## src/rtl/relogio_pkg.sv

```systemverilog
// Shared types and helpers for the time-setting controller.
package relogio_pkg;

    typedef enum logic [1:0] {RUN, SET_H, SET_M, SET_S} estado_t;

    typedef struct packed {
        logic [3:0] h_msd;
        logic [3:0] h_lsd;
        logic [3:0] m_msd;
        logic [3:0] m_lsd;
        logic [3:0] s_msd;
        logic [3:0] s_lsd;
    } bcd_time_t;

    localparam int unsigned MAX_H = 23;
    localparam int unsigned MAX_M = 59;

    // Two-digit BCD increment; wraps to 00 at max_val, and any invalid input also becomes 00.
    function automatic logic [7:0] bcd_inc2(input logic [3:0] msd, input logic [3:0] lsd,
                                            input int unsigned max_val);
        logic [7:0]  r;
        int unsigned val;
        val = 32'(msd) * 10 + 32'(lsd);
        if (msd > 4'd9 || lsd > 4'd9 || val >= max_val) begin
            r = 8'h00;
        end else if (lsd == 4'd9) begin
            r = {msd + 4'd1, 4'd0};
        end else begin
            r = {msd, lsd + 4'd1};
        end
        return r;
    endfunction

endpackage

```

## src/rtl/botao_debounce.sv

```systemverilog
// Pushbutton conditioner: 2-FF synchronizer, stability counter and press-event pulse.
module botao_debounce #(
    parameter int unsigned DEBOUNCE_CYCLES = 1_000_000
) (
    input  logic clk_i,
    input  logic rst_ni,
    input  logic btn_ni,
    output logic press_o
);

    localparam int unsigned CntW = (DEBOUNCE_CYCLES > 1) ? $clog2(DEBOUNCE_CYCLES) : 1;
    localparam logic [CntW-1:0] CntMax = CntW'(DEBOUNCE_CYCLES - 1);

    logic [1:0]      sync_q;
    logic [1:0]      vld_q;
    logic [CntW-1:0] cnt_q, cnt_d;
    logic            level_q, level_d;
    logic            suppress_q, suppress_d;
    logic            press_q, press_d;

    always_ff @(posedge clk_i or negedge rst_ni) begin
        if (!rst_ni) begin
            sync_q     <= 2'b11;
            vld_q      <= 2'b00;
            cnt_q      <= '0;
            level_q    <= 1'b1;
            suppress_q <= 1'b1;
            press_q    <= 1'b0;
        end else begin
            sync_q     <= {sync_q[0], btn_ni};
            vld_q      <= {vld_q[0], 1'b1};
            cnt_q      <= cnt_d;
            level_q    <= level_d;
            suppress_q <= suppress_d;
            press_q    <= press_d;
        end
    end

    always_comb begin
        cnt_d   = cnt_q;
        level_d = level_q;
        press_d = 1'b0;
        if (sync_q[1] == level_q) begin
            cnt_d = '0;
        end else if (cnt_q == CntMax) begin
            cnt_d   = '0;
            level_d = sync_q[1];
            press_d = ~sync_q[1] & ~suppress_q;
        end else begin
            cnt_d = cnt_q + 1'b1;
        end
        // Events stay muted until the button has been seen released once after reset.
        suppress_d = suppress_q & ~(vld_q[1] & sync_q[1] & level_q);
    end

    assign press_o = press_q;

endmodule

```

## src/rtl/relogio_ajuste.sv

```systemverilog
// Time-setting controller: RUN/SET_H/SET_M/SET_S editing of a shadow time with field blink.
module relogio_ajuste import relogio_pkg::*; #(
    parameter int unsigned DEBOUNCE_CYCLES = 1_000_000,
    parameter int unsigned BLINK_CYCLES    = 12_500_000
) (
    input  logic        CLOCK_50,
    input  logic        KEY,
    input  logic        btn_mode_n,
    input  logic        btn_inc_n,
    input  logic [23:0] cur_time,
    output logic [23:0] set_time,
    output logic        load,
    output logic        running,
    output logic [5:0]  blank_mask
);

    localparam int unsigned BlinkW = (BLINK_CYCLES > 1) ? $clog2(BLINK_CYCLES) : 1;
    localparam logic [BlinkW-1:0] BlinkMax = BlinkW'(BLINK_CYCLES - 1);

    logic              mode_ev, inc_ev;
    estado_t           state_q, state_d;
    bcd_time_t         shadow_q, shadow_d;
    logic              load_q, load_d;
    logic              running_q, running_d;
    logic [5:0]        blank_q, blank_d;
    logic [BlinkW-1:0] blink_cnt_q, blink_cnt_d;
    logic              blink_ph_q, blink_ph_d;

    botao_debounce #(.DEBOUNCE_CYCLES(DEBOUNCE_CYCLES)) u_btn_mode (
        .clk_i   (CLOCK_50),
        .rst_ni  (KEY),
        .btn_ni  (btn_mode_n),
        .press_o (mode_ev)
    );

    botao_debounce #(.DEBOUNCE_CYCLES(DEBOUNCE_CYCLES)) u_btn_inc (
        .clk_i   (CLOCK_50),
        .rst_ni  (KEY),
        .btn_ni  (btn_inc_n),
        .press_o (inc_ev)
    );

    always_ff @(posedge CLOCK_50 or negedge KEY) begin
        if (!KEY) begin
            state_q     <= RUN;
            shadow_q    <= '0;
            load_q      <= 1'b0;
            running_q   <= 1'b1;
            blank_q     <= '0;
            blink_cnt_q <= '0;
            blink_ph_q  <= 1'b0;
        end else begin
            state_q     <= state_d;
            shadow_q    <= shadow_d;
            load_q      <= load_d;
            running_q   <= running_d;
            blank_q     <= blank_d;
            blink_cnt_q <= blink_cnt_d;
            blink_ph_q  <= blink_ph_d;
        end
    end

    // Mode always takes priority over a simultaneous inc.
    always_comb begin
        state_d  = state_q;
        shadow_d = shadow_q;
        load_d   = 1'b0;
        unique case (state_q)
            RUN: begin
                if (mode_ev) begin
                    shadow_d = bcd_time_t'(cur_time);
                    state_d  = SET_H;
                end
            end
            SET_H: begin
                if (mode_ev) begin
                    state_d = SET_M;
                end else if (inc_ev) begin
                    {shadow_d.h_msd, shadow_d.h_lsd} =
                        bcd_inc2(shadow_q.h_msd, shadow_q.h_lsd, MAX_H);
                end
            end
            SET_M: begin
                if (mode_ev) begin
                    state_d = SET_S;
                end else if (inc_ev) begin
                    {shadow_d.m_msd, shadow_d.m_lsd} =
                        bcd_inc2(shadow_q.m_msd, shadow_q.m_lsd, MAX_M);
                end
            end
            SET_S: begin
                if (mode_ev) begin
                    state_d = RUN;
                    load_d  = 1'b1;
                end else if (inc_ev) begin
                    shadow_d.s_msd = 4'd0;
                    shadow_d.s_lsd = 4'd0;
                end
            end
            default: state_d = RUN;
        endcase
    end

    always_comb begin
        blink_cnt_d = blink_cnt_q + 1'b1;
        blink_ph_d  = blink_ph_q;
        if (state_d != state_q || inc_ev) begin
            blink_cnt_d = '0;
            blink_ph_d  = 1'b0;
        end else if (blink_cnt_q == BlinkMax) begin
            blink_cnt_d = '0;
            blink_ph_d  = ~blink_ph_q;
        end

        running_d = (state_d == RUN);
        blank_d   = '0;
        if (blink_ph_d) begin
            unique case (state_d)
                SET_H:   blank_d = 6'b110000;
                SET_M:   blank_d = 6'b001100;
                SET_S:   blank_d = 6'b000011;
                default: blank_d = 6'b000000;
            endcase
        end
    end

    assign set_time   = shadow_q;
    assign load       = load_q;
    assign running    = running_q;
    assign blank_mask = blank_q;

endmodule

```

## config.mk

```make
export PLATFORM = sky130hd
export DESIGN_NAME = relogio_ajuste
export DESIGN_NICKNAME = d
export VERILOG_FILES = /design/src/rtl/relogio_pkg.sv /design/src/rtl/botao_debounce.sv /design/src/rtl/relogio_ajuste.sv
export SDC_FILE = /design/constraint.sdc
export NUM_CORES = 1
export LEC_CHECK = 0
export ABC_AREA = 1
export CAP_MARGIN = 30
export CORE_UTILIZATION = 45
export DETAILED_ROUTE_END_ITERATION = 10
export GPL_ROUTABILITY_DRIVEN = 0
export HOLD_SLACK_MARGIN = 0.15
export PLACE_DENSITY = 0.65
export SLEW_MARGIN = 0
export SYNTH_ARGS = -nofsm -noshare
export SYNTH_HDL_FRONTEND = slang
export SYNTH_SLANG_ARGS = --single-unit
```

## constraint.sdc

```tcl
create_clock -name CLOCK_50 -period 4.03 [get_ports CLOCK_50]
set_clock_uncertainty 0.05 [all_clocks]
set_input_delay 0.403 -clock CLOCK_50 [delete_from_list [all_inputs] [get_ports CLOCK_50]]
set_output_delay 0.403 -clock CLOCK_50 [all_outputs]
set_load 0.005 [all_outputs]
```

==> results of run 1 <==
## flip-flops by register name, summed over array words and instances, names as in the netlist, 2 cells and up
register           cells
set_time              24
blink_cnt_q           24
u_btn_mode.cnt_q      20
u_btn_inc.vld_q        2
u_btn_inc.cnt_q       20
blank_mask             3
u_btn_inc.sync_q       2
u_btn_mode.sync_q      2
state_q                2
## cell usage in the layout, fill, tap and decap left out, types with 3 or more instances in the layout
cell and count:
and3_1 3, o21ai_0 14, ha_1 23, o21ai_1 3, xnor2_1 7, nand3_1 60
fa_1 4, a211oi_1 3, dfrtp_1 99, inv_2 10, dfstp_2 9, nand3_2 3
nor2_1 102, a21oi_1 37, clkdlybuf4s50_1 58, nor2_4 3, a22oi_1 5, buf_4 3
nor2_2 7, inv_1 96, nand4_1 38, nor3_1 28, nor4_1 12, nor3_2 5
nand2_1 161, clkbuf_16 9, xor2_1 29
## layout make-up
class / instances / area, um2
multi-input cells: 568 / 3110
well taps: 176 / 220
inverters: 106 / 398
clock inverters: 7 / 82.6
fillers: 1222 / 6040
flip-flops and latches: 108 / 2710
clock buffers: 9 / 225
repair buffers: 62 / 613
## power by group through the flow
stage	combinational (uW)	sequential, uW	clock (uW)
final	74.1	1100	912
after global routing	86.0	1100	974
after CTS	77.1	1100	940
after detailed placement	75.5	1120	0
after global placement	74.9	1120	0
after floorplan	20.5	1120	0
## kinds of logic (layout without fill, tap and decap cells)
| logic type | after synthesis | after routing | synth area share |
|---|---|---|---|
| compound gates | 70 | 70 | 0.0626 |
| xor+xnor | 36 | 36 | 0.0502 |
| fa+ha+maj | 27 | 27 | 0.0586 |
| buf+inv | 116 | 184 | 0.0720 |
| flops | 108 | 108 | 0.432 |
| mux | 1 | 1 | 0.00159 |
| other cells | 1 | 1 | 0.000598 |
| simple gates | 433 | 433 | 0.322 |
## per-stage QoR
| step | hold slack [ps] | util |
|---|---|---|
| after CTS | 312 | 0.549 |
| after global routing | 317 | 0.549 |
| final | 311 | 0.549 |
| after floorplan | 57.4 | - |
| after global placement | 284 | 0.526 |
| after detailed placement | 295 | 0.526 |
## worst min path at each step
stage / startpoint / to / slack (ps) / depth (start not counted)
2_1_floorplan: KEY / blank_mask[1]$_DFF_PN0_ / 60 / 0
3_3_place_gp: u_btn_inc.vld_q[0]$_DFF_PN0_ / u_btn_inc.vld_q[1]$_DFF_PN0_ / 280 / 0
3_5_place_dp: u_btn_inc.vld_q[0]$_DFF_PN0_ / u_btn_inc.vld_q[1]$_DFF_PN0_ / 300 / 0
4_1_cts: u_btn_mode.sync_q[0]$_DFF_PN1_ / u_btn_mode.sync_q[1]$_DFF_PN1_ / 310 / 0
5_1_grt: u_btn_inc.sync_q[0]$_DFF_PN1_ / u_btn_inc.sync_q[1]$_DFF_PN1_ / 320 / 0
6_report: u_btn_inc.sync_q[0]$_DFF_PN1_ / u_btn_inc.sync_q[1]$_DFF_PN1_ / 310 / 0
## metal layers
| layer | vias up | global-route usage | routed length [um] |
|---|---|---|---|
| met4 | 0 | 0.0891 | 250 |
| met1 | 2528 | 0.262 | 6160 |
| li1 | 2725 | - | - |
| met2 | 123 | 0.341 | 6500 |
| met5 | - | 0 | 0 |
| met3 | 19 | 0.0271 | 536 |
## cells in the mapped netlist, drive strengths merged, types with 3 or more instances
cell and n:
nand4 39, nand3 63, buf 7, xor2 29, xnor2 7, nor4 13, clkbuf 3, ha 23
o21ai 17, a211oi 3, fa 4, a21oi 38, nor3b 3, nor2 112, nor3 34, dfrtp 99
a22oi 5, dfstp 9, and3 3, nand2 162, inv 106
## worst max-delay path: stages (launching register included)
cell and delay, ps:
dfrtp_1 500, ha_1 350, ha_1 220, inv_1 70
fa_1 430, nor2_1 130, nand4_1 100, nand2_1 230
nand3_1 110, nand2_1 180, inv_2 70, nand2_1 70
nand2_1 50
## timing repair
item | 4_1_cts | 5_1_grt
setup endpoints to repair | 0 | 0
endpoints found under the hold margin | 42 | 0
buffers inserted | 0 | 0
hold buffers | 1 | 0
==> results.txt, run 1 <==
Design Power = 2080 uW
hpwl dp = 10.1 mm
diode count = 0
Synth Warn # = 0
worst setup path end = set_time[12]$_DFFE_PN0P_
post-place instance area = 7050 um2
vias per inst = 5.21
max frequency = 0.376 GHz
r2r endpoint = set_time[12]$_DFFE_PN0P_
pre-CTS setup slack = 1410 ps
Syn Inst Count = 792
critical path arrival = 2860 ps
clock sinks = 108
share of layout cells above drive strength 1 = 0.0756
peak supply drop = 203 uV
Max Cap Violations = 0
static leakage = 0.00338 uW
Layout area overhead = 17.3%
H-tree Lvls = 3
FF-to-FF setup slack = 1370 ps
Hold Fails Final Rpt = 0
Core Box Area = 13400 um2
final instance area = 7360 um2
CP Max Fanout = 9
Req. time, crit path = 4230 ps
Min Clock Period, post-route = 2660 ps
Post-Syn Area = 6280 um2
Post-Route Setup TNS = 0 ps
antenna violations before repair = 0
die area = 14400 um2
number of flops mapped to enable cells by yosys = 0
CP Launch Type = flip-flop
fin cells = 1036
syn avg cell area = 7.92 um2
Num CTS Buffers = 9
Sw Ratio = 0.224
first-pass GRT wire length = 23.8 mm
register share of total power = 0.527
period utilization = 0.660
final setup vio count = 0
placed instance count = 1019
critical path endpoint category = flip-flop
Layout Nets = 910
fin worst setup slack = 1370 ps
Combinational Power Share = 0.036
Max Slew Vio Count = 0
post-DR wirelength/cell = 13.0 um
#FFs+latches synth = 108
RSZ-0062 raised after global routing = no
Pre-Repair DR Iteration Count = 6
GR Util All Layers = 0.203
largest net degree at the start of global routing = 50
drt drc = 0
power per cell area = 283 nW/um2
vias in the first global route = 5255
remaining antenna violation count after routing = 0
drt total wl = 13.4 mm
clock-pin slew on the worst setup and hold paths = 80 ps
Port Buffers = 59
Clock Path Buffers = 2
relative slew slack = 0.554
num rows = 42
Hold Crit Class = reg -> reg
Synth async-reset ratio = 1.00
clock root buffer master = clkbuf_16
Chip Height = 120 um
# resized after CTS = 0
type of the worst setup path = reg -> reg
Initial Utilization = 0.468
Die Span X = 120 um
top_reg_cell synth = dfrtp_1
gr ovfl total = 0
DR iter-0 viols = 311
R2R depth = 12
CTS tree = done
post-synth top area cell = dfrtp_1
reg2reg start = set_time[13]$_DFFE_PN0P_
sequential share of the synthesized area = 0.432
Internal = 1620 uW
Synthesized Nets = 847
clk_lat worst skew = 360 ps
I/O Pins = 60
Yosys cell types = 44
Least-Margin Pin Slew = 667 ps
Synth top area share = 0.395
Clk pwr share = 0.438
ranking of synthesized cells by area = dfrtp_1 (39%), nand2_1 (9.6%), nor2_1 (6.1%)
Vias = 5395
Critical path origin = set_time[13]$_DFFE_PN0P_
status = complete, no violations
Sw Pwr = 467 uW
Note: power is estimated with default switching activity, not from simulation.
==> inputs of run 2 (changes only) <==
Clock period 4.03 ns to 2.65 ns, I/O delays scaled along.
==> run 2 against run 1 <==
Non-clock buffer count up 9. Wire length increased by 0.79%. Total power increased by 53%. Design area is 1.1% higher.
==> results.txt, run 2 (synthesized netlist as in run 1, its figures left out) <==
postcts setup bufs = 0 (unchanged)
max frequency = 0.409 GHz (was 0.376 GHz)
CP Max Fanout = 9 (unchanged)
critical path endpoint category = flip-flop (unchanged)
gr ovfl total = 0 (unchanged)
post-DR wirelength/cell = 13.0 um (about the same)
Req. time, crit path = 2850 ps (was 4230 ps)
clk_lat worst skew = 360 ps (about the same)
diode count = 0 (unchanged)
slowest CP cell = dfrtp_2 (was dfrtp_1)
fin cells = 1045 (was 1036)
static leakage = 0.00343 uW (was 0.00338 uW)
status = complete, no violations (unchanged)
final setup vio count = 0 (unchanged)
final instance area = 7450 um2 (was 7360 um2)
period utilization = 0.924 (was 0.660)
num rows = 42 (unchanged)
commonest non-fill, non-tap cell in the layout = nand2_1 (unchanged)
DR iter-0 viols = 326 (was 311)
Chip Height = 120 um (unchanged)
Port Buffers = 59 (unchanged)
hpwl dp = 10.3 mm (was 10.1 mm)
critical path arrival = 2650 ps (was 2860 ps)
antenna violations before repair = 0 (unchanged)
Hold Fails Final Rpt = 0 (unchanged)
clock sinks = 108 (unchanged)
Pre-Repair DR Iteration Count = 4 (was 6)
Design Power = 3180 uW (was 2080 uW)
R2R depth = 14 (was 12)
drt drc = 0 (unchanged)
peak supply drop = 310 uV (was 203 uV)
largest net degree at the start of global routing = 63 (was 50)
power per cell area = 427 nW/um2 (was 283 nW/um2)
first-pass GRT wire length = 23.2 mm (was 23.8 mm)
Least-Margin Pin Slew = 772 ps (was 667 ps)
Max Cap Violations = 0 (unchanged)
slowest cell delay on critical path = 470 ps (was 500 ps)
worst hold path depth = 1 (was 0)
Initial Utilization = 0.468 (unchanged)
Vias = 5465 (was 5395)
vias in the first global route = 5236 (was 5255)
GR Util All Layers = 0.200 (was 0.203)
post-place instance area = 7130 um2 (was 7050 um2)
H-tree Lvls = 3 (unchanged)
Post-Route Setup TNS = 0 ps (unchanged)
relative slew slack = 0.485 (was 0.554)
Num CTS Buffers = 9 (unchanged)
Clock Path Buffers = 2 (unchanged)
Core Box Area = 13400 um2 (unchanged)
Die Span X = 120 um (unchanged)
fillers = 1256 (was 1222)
I/O Pins = 60 (unchanged)
Layout Nets = 919 (was 910)
remaining antenna violation count after routing = 0 (unchanged)
die area = 14400 um2 (unchanged)
CP Launch Type = flip-flop (unchanged)
Max Slew Vio Count = 0 (unchanged)
final core utilization = 0.556 (was 0.549)
clock root buffer master = clkbuf_16 (unchanged)
RSZ-0062 raised after global routing = no (unchanged)
most frequent cells in the layout = nand2_1 (161), nor2_1 (102), dfrtp_1 (97) (was nand2_1 (161), nor2_1 (102), dfrtp_1 (99))
Layout area overhead = 18.6% (was 17.3%)
vias per inst = 5.23 (was 5.21)
Min Clock Period, post-route = 2450 ps (was 2660 ps)
CTS tree = done (unchanged)
clock-pin slew on the worst setup and hold paths = 70 ps (was 80 ps)
drt total wl = 13.5 mm (was 13.4 mm)
cells along the critical path = ha_1 > ha_1 > inv_1 > fa_1 > inv_1 > nor2_1 > o21ai_0 > nand3_1 > nand2_1 > nand3_2 > nand2_2 > inv_2 > nand2_1 > nand2_1 (was ha_1 > ha_1 > inv_1 > fa_1 > nor2_1 > nand4_1 > nand2_1 > nand3_1 > nand2_1 > inv_2 > nand2_1 > nand2_1)
type of the worst setup path = reg -> reg (unchanged)
placed instance count = 1028 (was 1019)
share of layout cells above drive strength 1 = 0.0875 (was 0.0756)
Hold Crit Class = in -> reg (was reg -> reg)
Critical Path Most Common Cell = nand2_1 (unchanged)
[run 2: cell types whose count changed in the layout (fill, tap and decap cells not counted)]
cell and delta:
clkinvlp_4 -2, buf_12 +1, inv_8 -1, inv_6 +2, buf_4 +8, dfrtp_1 -2, dfrtp_2 +2, clkinv_4 +1
[run 2: report_power, final]
part           leakage [uW]  switching (uW)  internal, uW
combinational       0.00195            63.5          54.6
clock              0.000151             641           750
sequential          0.00133            8.69          1660
total               0.00343             713          2470
[run 2: final cells by class]
cell class	count	area, um2	area share
multi-input cells	568	3110	0.418
well taps	176	220	0.0296
clock buffers	9	225	0.0302
flip-flops and latches	108	2720	0.365
inverters	106	398	0.0534
repair buffers	71	693	0.0931
clock inverters	7	82.6	0.0111
[run 2: final timing paths]
| kind | startpoint | endpoint | slack [ps] |
|---|---|---|---|
| worst max-delay path | set_time[20]$_DFFE_PN0P_ | set_time[20]$_DFFE_PN0P_ | 200 |
| worst min-delay path | btn_mode_n | u_btn_mode.sync_q[0]$_DFF_PN1_ | 250 |
| worst max register to register | set_time[20]$_DFFE_PN0P_ | set_time[20]$_DFFE_PN0P_ | 200 |
| worst min register to register | u_btn_inc.vld_q[0]$_DFF_PN0_ | u_btn_inc.vld_q[1]$_DFF_PN0_ | 310 |
| max in group asynchronous | KEY | running$_DFF_PN1_ | 1350 |
| min in group asynchronous | KEY | u_btn_inc.cnt_q[17]$_DFF_PN0_ | 480 |
[run 2: layer usage]
metal / track usage / share of wire / wire (um) / up-vias
met5: 0 / 0 / 0 / -
met4: 0.0734 / 0.019 / 253 / 0
met3: 0.0423 / 0.045 / 608 / 21
met2: 0.340 / 0.48 / 6530 / 104
met1: 0.250 / 0.45 / 6150 / 2594
li1: - / - / - / 2746
[run 2: through the flow]
| step | setup WS, ps | hold slack [ps] |
|---|---|---|
| finish | 202 | 254 |
| global route | 25.2 | 256 |
| CTS | 180 | 244 |
| detailed placement | 191 | 290 |
| global placement | 275 | 286 |
| floorplan | 265 | -80.6 |
[run 2: timing repair]
item / 4_1_cts / 5_1_grt
setup endpoints to repair: 0 / 4
hold endpoints to repair: 51 / 0
gates resized for setup: 0 / 2
hold buffers: 1 / 0
[run 2: worst max-delay path, delay by kind of cell (launching register included)]
kind                     cells  cell delay [ps]
adder cells (fa/ha/maj)      3              820
AND/OR/NAND/NOR              7              720
flip-flops                   1              470
buffers and inverters        3              210
AO/OA/AOI/OAI                1               60
==> inputs of run 3 (changes only) <==
Settings changed: SLEW_MARGIN 0 to 25.
==> results of run 3 <==
Final layout, timing and power as in run 2 (identical DEF).
